### src/rtl/fp_add_round_normalize_if.sv
// Handshake and data bundle between the mantissa add stage and the round/normalise stage.
// Master is the upstream/downstream environment, slave is the round/normalise block.
interface fp_add_round_normalize_if #(
    parameter int unsigned DATA_WIDTH = 32,
    parameter int unsigned MENT_WIDTH = 23,
    parameter int unsigned EXPO_WIDTH = 8
);

    logic                    valid_in;
    logic                    ready_out;
    logic                    sign_in;
    logic [EXPO_WIDTH-1:0]   exponent_in;
    logic [MENT_WIDTH+1:0]   mentissa_in;
    logic [2:0]              grs_in;
    logic                    valid_out;
    logic                    ready_in;
    logic [DATA_WIDTH-1:0]   floating_addition_out;

    modport master (
        output valid_in,
        output sign_in,
        output exponent_in,
        output mentissa_in,
        output grs_in,
        output ready_in,
        input  ready_out,
        input  valid_out,
        input  floating_addition_out
    );

    modport slave (
        input  valid_in,
        input  sign_in,
        input  exponent_in,
        input  mentissa_in,
        input  grs_in,
        input  ready_in,
        output ready_out,
        output valid_out,
        output floating_addition_out
    );

endinterface

### src/rtl/fp_add_round_normalize.sv
// Sequential post-adder stage: iterative normalisation (one bit per cycle), round-to-nearest-even,
// overflow/underflow/special handling, and a registered IEEE-754 result over valid/ready.
module fp_add_round_normalize #(
    parameter int unsigned DATA_WIDTH = 32,
    parameter int unsigned MENT_WIDTH = 23,
    parameter int unsigned EXPO_WIDTH = 8
) (
    input  logic                        clk_in,
    input  logic                        rst_n_in,
    fp_add_round_normalize_if.slave     bus
);

    localparam int unsigned W_WIDTH = MENT_WIDTH + 5;
    localparam int unsigned E_WIDTH = EXPO_WIDTH + 2;

    localparam logic [E_WIDTH-1:0] E_ONE = E_WIDTH'(1);
    localparam logic [E_WIDTH-1:0] E_INF = E_WIDTH'((1 << EXPO_WIDTH) - 1);

    typedef enum logic [1:0] {
        StIdle,
        StNorm,
        StRound,
        StDone
    } state_e;

    state_e                  state_q, state_d;
    logic [W_WIDTH-1:0]      w_q, w_d;
    logic [E_WIDTH-1:0]      e_q, e_d;
    logic                    sign_q, sign_d;
    logic [DATA_WIDTH-1:0]   result_q, result_d;
    logic                    ready_q, ready_d;
    logic                    valid_q, valid_d;

    logic                    round_inc;
    logic                    round_carry;
    logic [MENT_WIDTH-1:0]   frac_rnd;
    logic [E_WIDTH-1:0]      e_rnd;

    // State and datapath registers
    always_ff @(posedge clk_in or negedge rst_n_in) begin
        if (!rst_n_in) begin
            state_q  <= StIdle;
            w_q      <= '0;
            e_q      <= '0;
            sign_q   <= 1'b0;
            result_q <= '0;
            ready_q  <= 1'b0;
            valid_q  <= 1'b0;
        end else begin
            state_q  <= state_d;
            w_q      <= w_d;
            e_q      <= e_d;
            sign_q   <= sign_d;
            result_q <= result_d;
            ready_q  <= ready_d;
            valid_q  <= valid_d;
        end
    end

    // Round-to-nearest-even on the normalised significand; carry out means all-ones fraction
    always_comb begin
        round_inc   = w_q[2] & (w_q[1] | w_q[0] | w_q[3]);
        round_carry = (&w_q[W_WIDTH-2:3]) & round_inc;
        frac_rnd    = w_q[W_WIDTH-3:3] + MENT_WIDTH'(round_inc);
        e_rnd       = round_carry ? e_q + E_ONE : e_q;
    end

    // Next-state and datapath update
    always_comb begin
        state_d  = state_q;
        w_d      = w_q;
        e_d      = e_q;
        sign_d   = sign_q;
        result_d = result_q;

        unique case (state_q)
            StIdle: begin
                if (bus.valid_in && ready_q) begin
                    sign_d = bus.sign_in;
                    w_d    = {bus.mentissa_in, bus.grs_in};
                    e_d    = E_WIDTH'(bus.exponent_in);
                    if (bus.exponent_in == '1) begin
                        result_d = {bus.sign_in, bus.exponent_in, bus.mentissa_in[MENT_WIDTH-1:0]};
                        state_d  = StDone;
                    end else if (bus.mentissa_in == '0 && bus.grs_in == '0) begin
                        result_d = {bus.sign_in, {(DATA_WIDTH-1){1'b0}}};
                        state_d  = StDone;
                    end else begin
                        state_d = StNorm;
                    end
                end
            end

            StNorm: begin
                if (w_q[W_WIDTH-1]) begin
                    // Keep the dropped bit alive as sticky
                    w_d     = {1'b0, w_q[W_WIDTH-1:2], w_q[1] | w_q[0]};
                    e_d     = e_q + E_ONE;
                    state_d = StRound;
                end else if (!w_q[W_WIDTH-2]) begin
                    if (e_q <= E_ONE) begin
                        result_d = {sign_q, {(DATA_WIDTH-1){1'b0}}};
                        state_d  = StDone;
                    end else begin
                        w_d = w_q << 1;
                        e_d = e_q - E_ONE;
                    end
                end else begin
                    state_d = StRound;
                end
            end

            StRound: begin
                e_d = e_rnd;
                if (e_rnd >= E_INF) begin
                    result_d = {sign_q, {EXPO_WIDTH{1'b1}}, {MENT_WIDTH{1'b0}}};
                end else begin
                    result_d = {sign_q, e_rnd[EXPO_WIDTH-1:0], frac_rnd};
                end
                state_d = StDone;
            end

            StDone: begin
                if (bus.ready_in) begin
                    state_d = StIdle;
                end
            end
        endcase
    end

    // Registered handshake outputs follow the upcoming state
    always_comb begin
        ready_d = (state_d == StIdle);
        valid_d = (state_d == StDone);
    end

    assign bus.ready_out             = ready_q;
    assign bus.valid_out             = valid_q;
    assign bus.floating_addition_out = result_q;

endmodule

### src/flat_wrapper.sv
// flat-port wrapper written by rule: the top's interface ports become plain ports
module fp_add_round_normalize_flat 
#(
    parameter int unsigned DATA_WIDTH = 32,
    parameter int unsigned MENT_WIDTH = 23,
    parameter int unsigned EXPO_WIDTH = 8
)
  (clk_in, rst_n_in, bus_valid_in, bus_sign_in, bus_exponent_in, bus_mentissa_in, bus_grs_in, bus_ready_in, bus_ready_out, bus_valid_out, bus_floating_addition_out);
  fp_add_round_normalize_if #(.DATA_WIDTH(DATA_WIDTH), .MENT_WIDTH(MENT_WIDTH), .EXPO_WIDTH(EXPO_WIDTH)) bus_i ();
  input  logic clk_in;
  input  logic rst_n_in;
  input wire logic [$bits(bus_i.valid_in)-1:0] bus_valid_in;
  input wire logic [$bits(bus_i.sign_in)-1:0] bus_sign_in;
  input wire logic [$bits(bus_i.exponent_in)-1:0] bus_exponent_in;
  input wire logic [$bits(bus_i.mentissa_in)-1:0] bus_mentissa_in;
  input wire logic [$bits(bus_i.grs_in)-1:0] bus_grs_in;
  input wire logic [$bits(bus_i.ready_in)-1:0] bus_ready_in;
  output wire logic [$bits(bus_i.ready_out)-1:0] bus_ready_out;
  output wire logic [$bits(bus_i.valid_out)-1:0] bus_valid_out;
  output wire logic [$bits(bus_i.floating_addition_out)-1:0] bus_floating_addition_out;
  assign bus_i.valid_in = bus_valid_in;
  assign bus_i.sign_in = bus_sign_in;
  assign bus_i.exponent_in = bus_exponent_in;
  assign bus_i.mentissa_in = bus_mentissa_in;
  assign bus_i.grs_in = bus_grs_in;
  assign bus_i.ready_in = bus_ready_in;
  assign bus_ready_out = bus_i.ready_out;
  assign bus_valid_out = bus_i.valid_out;
  assign bus_floating_addition_out = bus_i.floating_addition_out;
  fp_add_round_normalize #(.DATA_WIDTH(DATA_WIDTH), .MENT_WIDTH(MENT_WIDTH), .EXPO_WIDTH(EXPO_WIDTH)) u_core (.clk_in(clk_in), .rst_n_in(rst_n_in), .bus(bus_i));
endmodule
### config.mk
export PLATFORM = sky130hd
export DESIGN_NAME = fp_add_round_normalize_flat
export DESIGN_NICKNAME = d
export VERILOG_FILES = /design/src/rtl/fp_add_round_normalize_if.sv /design/src/rtl/fp_add_round_normalize.sv /design/src/flat_wrapper.sv
export SDC_FILE = /design/constraint.sdc
export NUM_CORES = 1
export LEC_CHECK = 0
export CORE_ASPECT_RATIO = 0.75
export CORE_UTILIZATION = 45
export CTS_CLUSTER_SIZE = 10
export DETAILED_ROUTE_END_ITERATION = 7
export HOLD_SLACK_MARGIN = 0.12
export PLACE_DENSITY = 0.77
export SETUP_SLACK_MARGIN = 0.4
export SYNTH_ARGS = -nofsm -noshare
export SYNTH_HDL_FRONTEND = slang
export SYNTH_SLANG_ARGS = --single-unit
### constraint.sdc
create_clock -name clk_in -period 3 [get_ports clk_in]
set_input_delay 0.75 -clock clk_in [delete_from_list [all_inputs] [get_ports clk_in]]
set_output_delay 0.75 -clock clk_in [all_outputs]
set_load 0.1 [all_outputs]
==> flow_metrics.env, run 1 <==
export IMPL_critPathLaunchType="input port"
export IMPL_ir_drop_mv=0.622
export IMPL_worstMarginPinSlew_ns=0.989
export IMPL_grt_max_degree=76
export IMPL_cts_buffers=9
export IMPL_finalHoldViolCount=0
export IMPL_async_flop_share_pct=100
export IMPL_die_h_um=93.0
export IMPL_holdCritPathClass="flip-flop to flip-flop"
export IMPL_pwr_share_seq_pct=25.2
export IMPL_clock_sinks=75
export IMPL_htreeDepth=3
export IMPL_internal_power_mw=3.87
export IMPL_mostFrequentLayoutCells="buf_4, nand2_1, dfrtp_1"
export IMPL_pwr_share_clk_pct=15.1
export IMPL_path_clk_slew_ns=0.06
export IMPL_synth_fa_ha_area_share_pct=2.01
export IMPL_finalPower_mw=8.39
export IMPL_die_area_sq_um=11500
export IMPL_syn_to_final_growth_pct=33.9
export IMPL_tns_ns=0
export IMPL_grt_pass1_wl_mm=26.6
export IMPL_switching_share_pct=53.8
export IMPL_cts_buffer_depth=2
export IMPL_gr_usage_all_layers_pct=30.3
export IMPL_crit_arrival_ns=2.77
export IMPL_ant_nets=0
export IMPL_final_core_util_pct=63.2
export IMPL_final_area_sq_um=6660
export IMPL_synthesis_area_sq_um=4970
export IMPL_crit_family="buffers and inverters"
export IMPL_dp_cells=801
export IMPL_p_comb_share_pct=59.8
export IMPL_end_kind="flip-flop"
export IMPL_criticalPathCategory="input port to flip-flop"
export IMPL_ctsHoldBuffers=0
export IMPL_placed_area_sq_um=6000
export IMPL_holdWs_ns=0.503
export IMPL_syn_nets=638
export IMPL_drt_pass1_iter_count=5
export IMPL_cts_tree="done"
export IMPL_dpl_worst_slack_ns=-0.0680
export IMPL_first_iter_violations=659
export IMPL_grtUsageMet3_pct=5.98
export IMPL_n_fill_cell=886
export IMPL_relSlewSlack_pct=34.1
export IMPL_via_count=5350
export IMPL_hpwlAfterDp_mm=11.4
export IMPL_antenna_found_initial=0
export IMPL_synth_area_per_cell_sq_um=8.44
export IMPL_drive_gt1_share_pct=24.9
export IMPL_p_switching_mw=4.51
export IMPL_crit_required_ns=3.22
export IMPL_final_max_slew_viol_count=0
export IMPL_muxShareOfSynthArea_pct=0.830
export IMPL_cts_root_buf="clkbuf_16"
export IMPL_finalSetupViolCount=0
export IMPL_yosysWarnings=0
export IMPL_p_leak_nw=2.95
export IMPL_setup_slack_ns=0.448
export IMPL_grt_pass1_vias=5017
export IMPL_power_density_nw_per_um2=1260
export IMPL_final_common_cell="buf_4"
export IMPL_overflow=0
export IMPL_cap_violations=0
export IMPL_crit_path_top_delay_cell="clkdlybuf4s50_1"
export IMPL_synth_seq_cells=75
export IMPL_busiest_layer="met1"
export IMPL_final_nets=736
export IMPL_core_sq_um=10500
export IMPL_die_w_um=123
export IMPL_clock_fmax_mhz=392
export IMPL_diodes=0
export IMPL_synth_xor_area_share_pct=6.17
export IMPL_viasPerCell=6.46
export IMPL_r2r_slack_ns=0.47
export IMPL_grt_use_met1_pct=44.4
export IMPL_synth_cell_type_count=57
export IMPL_gp_congestion=0.958
export IMPL_drcViolationCount=0
export IMPL_synth_seq_area_share_pct=37.7
export IMPL_clk_latency_ns=0.35
export IMPL_synth_edff_count=0
export IMPL_io_pins=75
export IMPL_cp_max_fo=4
export IMPL_start_util_pct=47.2
export IMPL_grt_use_met2_pct=43.5
export IMPL_final_cells=828
export IMPL_synth_compound_area_share_pct=23.8
export IMPL_critical_path_max_stage_delay_ns=0.50
export IMPL_syn_inst=589
export IMPL_synth_top_family_by_area="simple AND/OR/NAND/NOR gates"
export IMPL_crit_chain="clkdlybuf4s50_1 > nor4_1 > nand4_1 > o211a_4 > buf_4 > nor3_4 > buf_6 > mux2i_1 > o31ai_2"
export IMPL_rows=32
export IMPL_rsz0062_at_grt="false"
export IMPL_finClkSkew_ns=0.00754
export IMPL_status="finished clean"
export IMPL_synth_top_flop_cell="dfrtp_1"
export IMPL_synthSimpleGateAreaFrac_pct=24.1
export IMPL_crit_buf_inv=3
export IMPL_min_period_ns=2.55
export IMPL_wl_per_cell_um=20.2
export IMPL_period_share_pct=85.1
export IMPL_portBuffers=74
export IMPL_routed_wl_mm=16.8
-- cell usage after synthesis, drive strengths merged, types with 2 or more instances --
library cell,count,area share (%)
dfrtp,75,38
nand2,58,4.4
nor2,45,3.4
o21ai,42,4.2
clkbuf,35,2.6
a21oi,34,3.5
and3,33,4.2
a221oi,30,5.3
nand3,26,2.6
xor2,20,3.5
o22ai,17,2.1
inv,16,1.2
nor4,16,2.4
xnor2,15,2.6
buf,13,1.5
nand4,13,1.8
o211ai,11,2.2
o31ai,10,1.5
and2,9,1.1
nor3,9,1.0
ha,8,2.0
o22a,7,1.2
and4,5,0.88
or4,5,0.91
a22oi,4,0.60
or2,4,0.50
a31oi,3,0.38
mux2i,3,0.60
a211oi,2,0.30
nand2b,2,0.25
o2bb2ai,2,0.35
or3,2,0.25
-- cell families after synthesis --
group / count (synthesis)
compound gates: 174
buf+inv: 64
xor+xnor: 35
fa+ha+maj: 8
mux: 4
simple gates: 229
flops: 75
-- per-layer routing --
metal | vias to the layer above | share of wire [%]
met5 | - | 0
met4 | 0 | 2.3
met3 | 41 | 9.9
met2 | 342 | 44
met1 | 2578 | 44
li1 | 2389 | -
-- path summary, 6_finish.rpt --
kind / cells after the start / endpoint / from
max: 9 / u_core.bus.floating_addition_out[30]$_DFFE_PN0P_ / bus_mentissa_in[14]
min: 2 / u_core.bus.floating_addition_out[29]$_DFFE_PN0P_ / u_core.bus.floating_addition_out[29]$_DFFE_PN0P_
max reg2reg: 7 / u_core.e_q[3]$_DFFE_PN0P_ / u_core.w_q[5]$_DFFE_PN0P_
min reg2reg: 2 / u_core.bus.floating_addition_out[29]$_DFFE_PN0P_ / u_core.bus.floating_addition_out[29]$_DFFE_PN0P_
max in group asynchronous: 1 / u_core.w_q[10]$_DFFE_PN0P_ / rst_n_in
min in group asynchronous: 1 / u_core.bus.valid_out$_DFF_PN0_ / rst_n_in
-- power by group through the flow --
stage | Combinational (mW) | Clock, mW | Sequential, mW
floorplan | 2.14 | 0 | 3.39
global placement | 4.72 | 0 | 2.05
detailed placement | 4.80 | 0 | 2.08
CTS | 4.85 | 1.27 | 2.07
global route | 5.33 | 1.33 | 2.17
finish | 5.01 | 1.27 | 2.11
-- worst reg2reg max path, stage by stage, from the launching register on --
cell and delay (ns):
dfrtp_2 0.42, nand4_2 0.16, or4_4 0.63, buf_4 0.19, or4_1 0.49, a21oi_1 0.36
nor3_1 0.11, nor2_1 0.10
-- sequential cells by signal, summed over array words and instances (netlist names) --
name / cells
u_core.bus.floating_addition_out: 32
u_core.bus.ready_out: 1
u_core.bus.valid_out: 1
u_core.e_q: 10
u_core.sign_q: 1
u_core.state_q: 2
u_core.w_q: 28
-- final cells by class --
class | count | area, sq um | area share [%]
Inverter | 16 | 60.1 | 0.902
Timing Repair Buffer | 135 | 1210 | 18.2
Multi-Input combinational cell | 450 | 2980 | 44.7
Clock buffer | 9 | 225 | 3.38
Sequential cell | 75 | 1900 | 28.5
Tap cell | 136 | 170 | 2.56
Clock inverter | 7 | 116 | 1.75
-- what timing repair did --
action | in CTS | in global routing
pin swaps | 6 | 16
endpoints found under the setup margin | 32 | 54
buffers inserted | 4 | 7
resized for setup | 15 | 55
No activity file was read; power rests on OpenSTA's default activity.
==> inputs of run 2 (changes only) <==
--- a/config.mk
+++ b/config.mk
@@ -9,8 +9,9 @@
 export CORE_UTILIZATION = 45
 export CTS_CLUSTER_SIZE = 10
 export DETAILED_ROUTE_END_ITERATION = 7
+export DONT_BUFFER_PORTS = 1
 export HOLD_SLACK_MARGIN = 0.12
-export PLACE_DENSITY = 0.77
+export PLACE_DENSITY = 0.71
 export SETUP_SLACK_MARGIN = 0.4
 export SYNTH_ARGS = -nofsm -noshare
 export SYNTH_HDL_FRONTEND = slang
==> constraint.sdc (replaced) <==
create_clock -name clk_in -period 2.05 [get_ports clk_in]
set_input_delay 0.5125 -clock clk_in [delete_from_list [all_inputs] [get_ports clk_in]]
set_output_delay 0.5125 -clock clk_in [all_outputs]
set_load 0.1 [all_outputs]
==> flow_metrics.env, run 2 (synthesis gave the netlist of run 1 again) <==
export IMPL_clock_fmax_mhz=400
export IMPL_cts_buffers=9
export IMPL_r2r_start="u_core.w_q[12]$_DFFE_PN0P_"
export IMPL_diodes=0
export IMPL_grt_pass1_vias=5551
export IMPL_final_common_cell="buf_4"
export IMPL_crit_buf_inv=1
export IMPL_grt_max_degree=76
export IMPL_relSlewSlack_pct=67.1
export IMPL_period_share_pct=122
export IMPL_n_fill_cell=628
export IMPL_pwr_share_seq_pct=16.4
export IMPL_crit_required_ns=2.28
export IMPL_p_switching_mw=8.27
export IMPL_clock_sinks=75
export IMPL_finClkSkew_ns=0.00971
export IMPL_cp_max_fo=6
export IMPL_busiest_layer="met2"
export IMPL_die_area_sq_um=11500
export IMPL_via_count=6064
export IMPL_finalSetupViolCount=72
export IMPL_ir_drop_mv=1.22
export IMPL_start_util_pct=47.2
export IMPL_holdWs_ns=-0.147
export IMPL_gr_usage_all_layers_pct=35.9
export IMPL_ant_nets=0
export IMPL_power_density_nw_per_um2=2030
export IMPL_portBuffers=0
export IMPL_grtUsageMet3_pct=10.0
export IMPL_final_max_slew_viol_count=0
export IMPL_hpwlAfterDp_mm=12.7
export IMPL_crit_chain="nand4_1 > or4_4 > nor4_1 > a22o_1 > o211ai_1 > buf_4 > o22a_1"
export IMPL_drcViolationCount=0
export IMPL_crit_path_start="u_core.w_q[12]$_DFFE_PN0P_"
export IMPL_gp_congestion=0.954
export IMPL_grt_use_met1_pct=49.8
export IMPL_overflow=0
export IMPL_path_clk_slew_ns=0.07
export IMPL_htreeDepth=3
export IMPL_dpl_worst_slack_ns=-0.371
export IMPL_pwr_share_clk_pct=11.3
export IMPL_crit_path_top_delay_cell="or4_4"
export IMPL_crit_family="simple AND/OR/NAND/NOR gates"
export IMPL_violations="hold timing, setup timing"
export IMPL_switching_share_pct=51.6
export IMPL_grt_pass1_wl_mm=30.9
export IMPL_finalPower_mw=16.0
export IMPL_cts_root_buf="clkbuf_16"
export IMPL_critPathLaunchType="flip-flop"
export IMPL_criticalPathCategory="flip-flop to flip-flop"
export IMPL_drive_gt1_share_pct=47.9
export IMPL_cts_buffer_depth=2
export IMPL_worstMarginPinSlew_ns=0.488
export IMPL_final_area_sq_um=7890
export IMPL_dp_cells=841
export IMPL_rsz0062_at_grt="true"
export IMPL_core_sq_um=10500
export IMPL_antenna_found_initial=0
export IMPL_first_iter_violations=823
export IMPL_critical_path_max_stage_delay_ns=0.52
export IMPL_final_nets=790
export IMPL_die_h_um=93.0
export IMPL_syn_to_final_growth_pct=58.6
export IMPL_mostFrequentLayoutCells="buf_4, dfrtp_1, nor2_1"
export IMPL_p_comb_share_pct=72.3
export IMPL_placed_area_sq_um=6320
export IMPL_final_cells=882
export IMPL_finalHoldViolCount=75
export IMPL_wl_per_cell_um=24.7
export IMPL_rows=32
export IMPL_holdCritPathClass="input port to asynchronous set/reset pin"
export IMPL_drt_pass1_iter_count=6
export IMPL_die_w_um=123
export IMPL_io_pins=75
export IMPL_cts_tree="done"
export IMPL_clk_latency_ns=0.35
export IMPL_viasPerCell=6.88
export IMPL_status="finished with violations"
export IMPL_p_leak_nw=3.36
export IMPL_grt_use_met2_pct=53.6
export IMPL_final_core_util_pct=74.9
export IMPL_min_period_ns=2.50
export IMPL_routed_wl_mm=21.8
export IMPL_internal_power_mw=7.74
export IMPL_crit_arrival_ns=2.73
export IMPL_setup_slack_ns=-0.453
export IMPL_end_kind="flip-flop"
export IMPL_largest_reg_flops=32
export IMPL_cap_violations=0
[run 2: changes by cell type in the layout (fill, tap and decap cells not counted), sizes merged]
| cell | change |
|---|---|
| bufinv | -1 |
| buf | +90 |
| clkbuf | +6 |
| clkdlybuf4s50 | -17 |
| dlymetal6s2s | -22 |
| clkinv | -2 |
[run 2: worst paths after layout]
| kind | slack (ns) | cells past startpoint | to |
|---|---|---|---|
| max in group asynchronous | 2.02 | 0 | u_core.bus.floating_addition_out[24]$_DFFE_PN0P_ |
| worst max-delay path | -0.45 | 7 | u_core.bus.floating_addition_out[26]$_DFFE_PN0P_ |
| worst min register to register | 0.51 | 1 | u_core.bus.floating_addition_out[24]$_DFFE_PN0P_ |
| min in group clk_in | 0.32 | 2 | u_core.bus.floating_addition_out[1]$_DFFE_PN0P_ |
| worst min-delay path | -0.15 | 0 | u_core.e_q[6]$_DFFE_PN0P_ |
| worst max register to register | -0.45 | 7 | u_core.bus.floating_addition_out[26]$_DFFE_PN0P_ |
[run 2: power groups by stage]
| stage | clock (mW) | combinational [mW] | sequential [mW] |
|---|---|---|---|
| floorplan | 0 | 3.32 | 4.99 |
| global placement | 0 | 8.40 | 2.55 |
| detailed placement | 0 | 8.53 | 2.58 |
| CTS | 1.80 | 9.99 | 2.57 |
| global route | 1.86 | 12.1 | 2.68 |
| finish | 1.81 | 11.6 | 2.62 |
[run 2: cell type report]
type	count	area, sq um	share of cell area, %
Clock buffer	12	256	3.25
Clock inverter	4	72.6	0.920
Inverter	16	60.1	0.762
Multi-Input combinational cell	450	3710	47.1
Sequential cell	75	1880	23.8
Tap cell	136	170	2.16
Timing Repair Buffer	189	1730	22.0
[run 2: routing by layer]
layer | vias to the layer above | share of wire [%]
met5 | - | 0
met4 | 0 | 4.2
met3 | 118 | 13
met2 | 508 | 45
met1 | 2924 | 38
li1 | 2514 | -
[run 2: repair_timing]
| item | 4_1_cts | 5_1_grt |
|---|---|---|
| hold endpoints to repair | 75 | 75 |
| gates resized for setup | 138 | 77 |
| buffers inserted | 9 | 8 |
| pin swaps | 20 | 36 |
| endpoints found under the setup margin | 73 | 73 |
| gates cloned | 4 | 4 |
[run 2: per-stage QoR]
step	TNS [ns]	hold slack [ns]
final	-23.14	-0.147
after detailed placement	-16.17	0.219
after global routing	-26.65	-0.153
after floorplan	-13.92	0.217
after global placement	-14.14	0.220
after CTS	-12.80	-0.144
==> inputs of run 3 (changes only) <==
--- a/config.mk
+++ b/config.mk
@@ -5,13 +5,14 @@
 export SDC_FILE = /design/constraint.sdc
 export NUM_CORES = 1
 export LEC_CHECK = 0
+export CAP_MARGIN = 15
 export CORE_ASPECT_RATIO = 0.75
-export CORE_UTILIZATION = 45
+export CORE_UTILIZATION = 25
 export CTS_CLUSTER_SIZE = 10
 export DETAILED_ROUTE_END_ITERATION = 7
 export DONT_BUFFER_PORTS = 1
 export HOLD_SLACK_MARGIN = 0.12
-export PLACE_DENSITY = 0.71
+export PLACE_DENSITY = 0.49
 export SETUP_SLACK_MARGIN = 0.4
 export SYNTH_ARGS = -nofsm -noshare
 export SYNTH_HDL_FRONTEND = slang
==> flow_metrics.env, run 3 (synthesis gave the netlist of run 1 again) <==
export IMPL_via_count=5578
export IMPL_die_h_um=124
export IMPL_clock_sinks=75
export IMPL_antenna_found_initial=0
export IMPL_holdWs_ns=-0.145
export IMPL_path_clk_slew_ns=0.06
export IMPL_overflow=0
export IMPL_rsz0062_at_grt="true"
export IMPL_highest_layer="met4"
export IMPL_drt_pass1_iter_count=5
export IMPL_r2r_slack_ns=-0.39
export IMPL_holdCritPathClass="input port to asynchronous set/reset pin"
export IMPL_critPathLaunchType="flip-flop"
export IMPL_viasPerCell=5.48
export IMPL_htreeDepth=3
export IMPL_violations="hold timing, setup timing"
export IMPL_cts_tree="done"
export IMPL_rows=44
export IMPL_end_kind="flip-flop"
export IMPL_first_iter_violations=500
export IMPL_cp_max_fo=8
export IMPL_gp_congestion=0.882
export IMPL_power_density_nw_per_um2=1950
export IMPL_worstMarginPinSlew_ns=0.640
export IMPL_period_share_pct=119
export IMPL_die_w_um=165
export IMPL_cts_buffer_depth=2
export IMPL_criticalPathCategory="flip-flop to flip-flop"
export IMPL_min_period_ns=2.44
export IMPL_critical_path_max_stage_delay_ns=0.55
export IMPL_final_nets=809
export IMPL_portBuffers=0
export IMPL_start_util_pct=25.6
export IMPL_hpwlAfterDp_mm=14.2
export IMPL_wl_per_cell_um=21.5
export IMPL_die_area_sq_um=20500
export IMPL_routed_wl_mm=21.9
export IMPL_drive_gt1_share_pct=51.8
export IMPL_grt_max_degree=76
export IMPL_dpl_worst_slack_ns=-0.394
export IMPL_io_pins=75
export IMPL_finalHoldViolCount=75
export IMPL_grt_pass1_wl_mm=32.5
export IMPL_wl_met2_mm=9.97
export IMPL_ant_nets=0
export IMPL_multiInputGateArea_sq_um=3910
export IMPL_core_sq_um=19400
export IMPL_finClkSkew_ns=0.00757
export IMPL_finalSetupViolCount=73
export IMPL_cts_root_buf="clkbuf_16"
export IMPL_p_leak_nw=3.57
export IMPL_ir_drop_mv=0.911
export IMPL_clock_fmax_mhz=410
export IMPL_crit_arrival_ns=2.70
export IMPL_crit_required_ns=2.31
export IMPL_n_fill_cell=1804
export IMPL_syn_to_final_growth_pct=71.7
export IMPL_wl_met1_mm=9.82
export IMPL_placed_area_sq_um=6500
export IMPL_crit_path_top_delay_cell="or4_4"
export IMPL_diodes=0
export IMPL_cap_violations=0
export IMPL_drcViolationCount=0
export IMPL_grt_pass1_vias=5516
export IMPL_status="finished with violations"
export IMPL_mostFrequentLayoutCells="buf_4, dfrtp_1, nor2_1"
export IMPL_final_area_sq_um=8540
export IMPL_gr_usage_all_layers_pct=21.2
export IMPL_cts_buffers=9
export IMPL_dr_wl_met3_mm=1.70
export IMPL_final_common_cell="buf_4"
export IMPL_area_sequential_sq_um=1880
export IMPL_largest_reg_flops=32
export IMPL_final_max_slew_viol_count=0
export IMPL_crit_chain="buf_6 > nand4_1 > o21a_4 > or4_4 > nor2_4 > o211ai_4 > buf_12 > o211ai_1"
export IMPL_clk_latency_ns=0.35
export IMPL_relSlewSlack_pct=57.3
export IMPL_setup_slack_ns=-0.387
[run 3: cell count changes in the layout (fill, tap and decap cells not counted), sizes merged]
| cell | before | now |
|---|---|---|
| clkbuf | 15 | 18 |
| clkinv | 1 | 0 |
| buf | 186 | 204 |
| clkinvlp | 1 | 0 |
[run 3: worst paths after layout]
kind | from | end | cells past startpoint
worst max-delay path | u_core.e_q[4]$_DFFE_PN0P_ | u_core.bus.floating_addition_out[22]$_DFFE_PN0P_ | 8
worst min-delay path | rst_n_in | u_core.state_q[1]$_DFF_PN0_ | 0
worst max register to register | u_core.e_q[4]$_DFFE_PN0P_ | u_core.bus.floating_addition_out[22]$_DFFE_PN0P_ | 8
worst min register to register | u_core.sign_q$_DFFE_PN0P_ | u_core.sign_q$_DFFE_PN0P_ | 1
max in group asynchronous | rst_n_in | u_core.e_q[4]$_DFFE_PN0P_ | 0
min in group clk_in | bus_sign_in | u_core.sign_q$_DFFE_PN0P_ | 1
[run 3: repair_timing]
item | CTS | global route
gates resized for setup | 139 | 118
setup buffers | 22 | 13
gates cloned | 6 | 4
setup endpoints to repair | 73 | 73
endpoints found under the hold margin | 75 | 75
pin swaps | 41 | 55
[run 3: metrics by stage]
step	hold slack (ns)	utilization, %	instances	power, mW	setup TNS [ns]
5_1_grt	-0.158	43.9	1018	17.4	-25.95
6_report	-0.145	43.9	1018	16.6	-18.76
4_1_cts	-0.159	39.6	1001	15.0	-21.07
3_3_place_gp	0.220	33.4	957	11.1	-18.49
2_1_floorplan	0.217	-	589	8.31	-13.92
3_5_place_dp	0.222	33.4	957	11.3	-19.56
[run 3: worst max-delay path: cells and delay by family (launching register included)]
kind	cells	cell delay [ns]
and+or+nand+nor	3	0.90
AOI/OAI and AO/OA	3	0.65
buffers and inverters	2	0.37
DFF	1	0.41
[run 3: report_power, final]
group | switching, mW | total [mW] | internal, mW
combinational | 7.31 | 12.2 | 4.94
sequential | 0.410 | 2.60 | 2.19
clock | 0.649 | 1.78 | 1.13
total | 8.37 | 16.6 | 8.26
[run 3: cell type report]
class / instances / area share (%)
Timing Repair Buffer: 208 / 24.0
Sequential cell: 75 / 22.0
Multi-Input combinational cell: 450 / 45.8
Clock inverter: 2 / 0.703
Tap cell: 253 / 3.71
Clock buffer: 14 / 3.09
Inverter: 16 / 0.703
[run 3: routing by layer]
layer	up-vias	global-route usage (%)
met5	-	0
met4	0	5.05
met3	33	6.89
met2	211	31.7
met1	2784	29.5
li1	2550	-
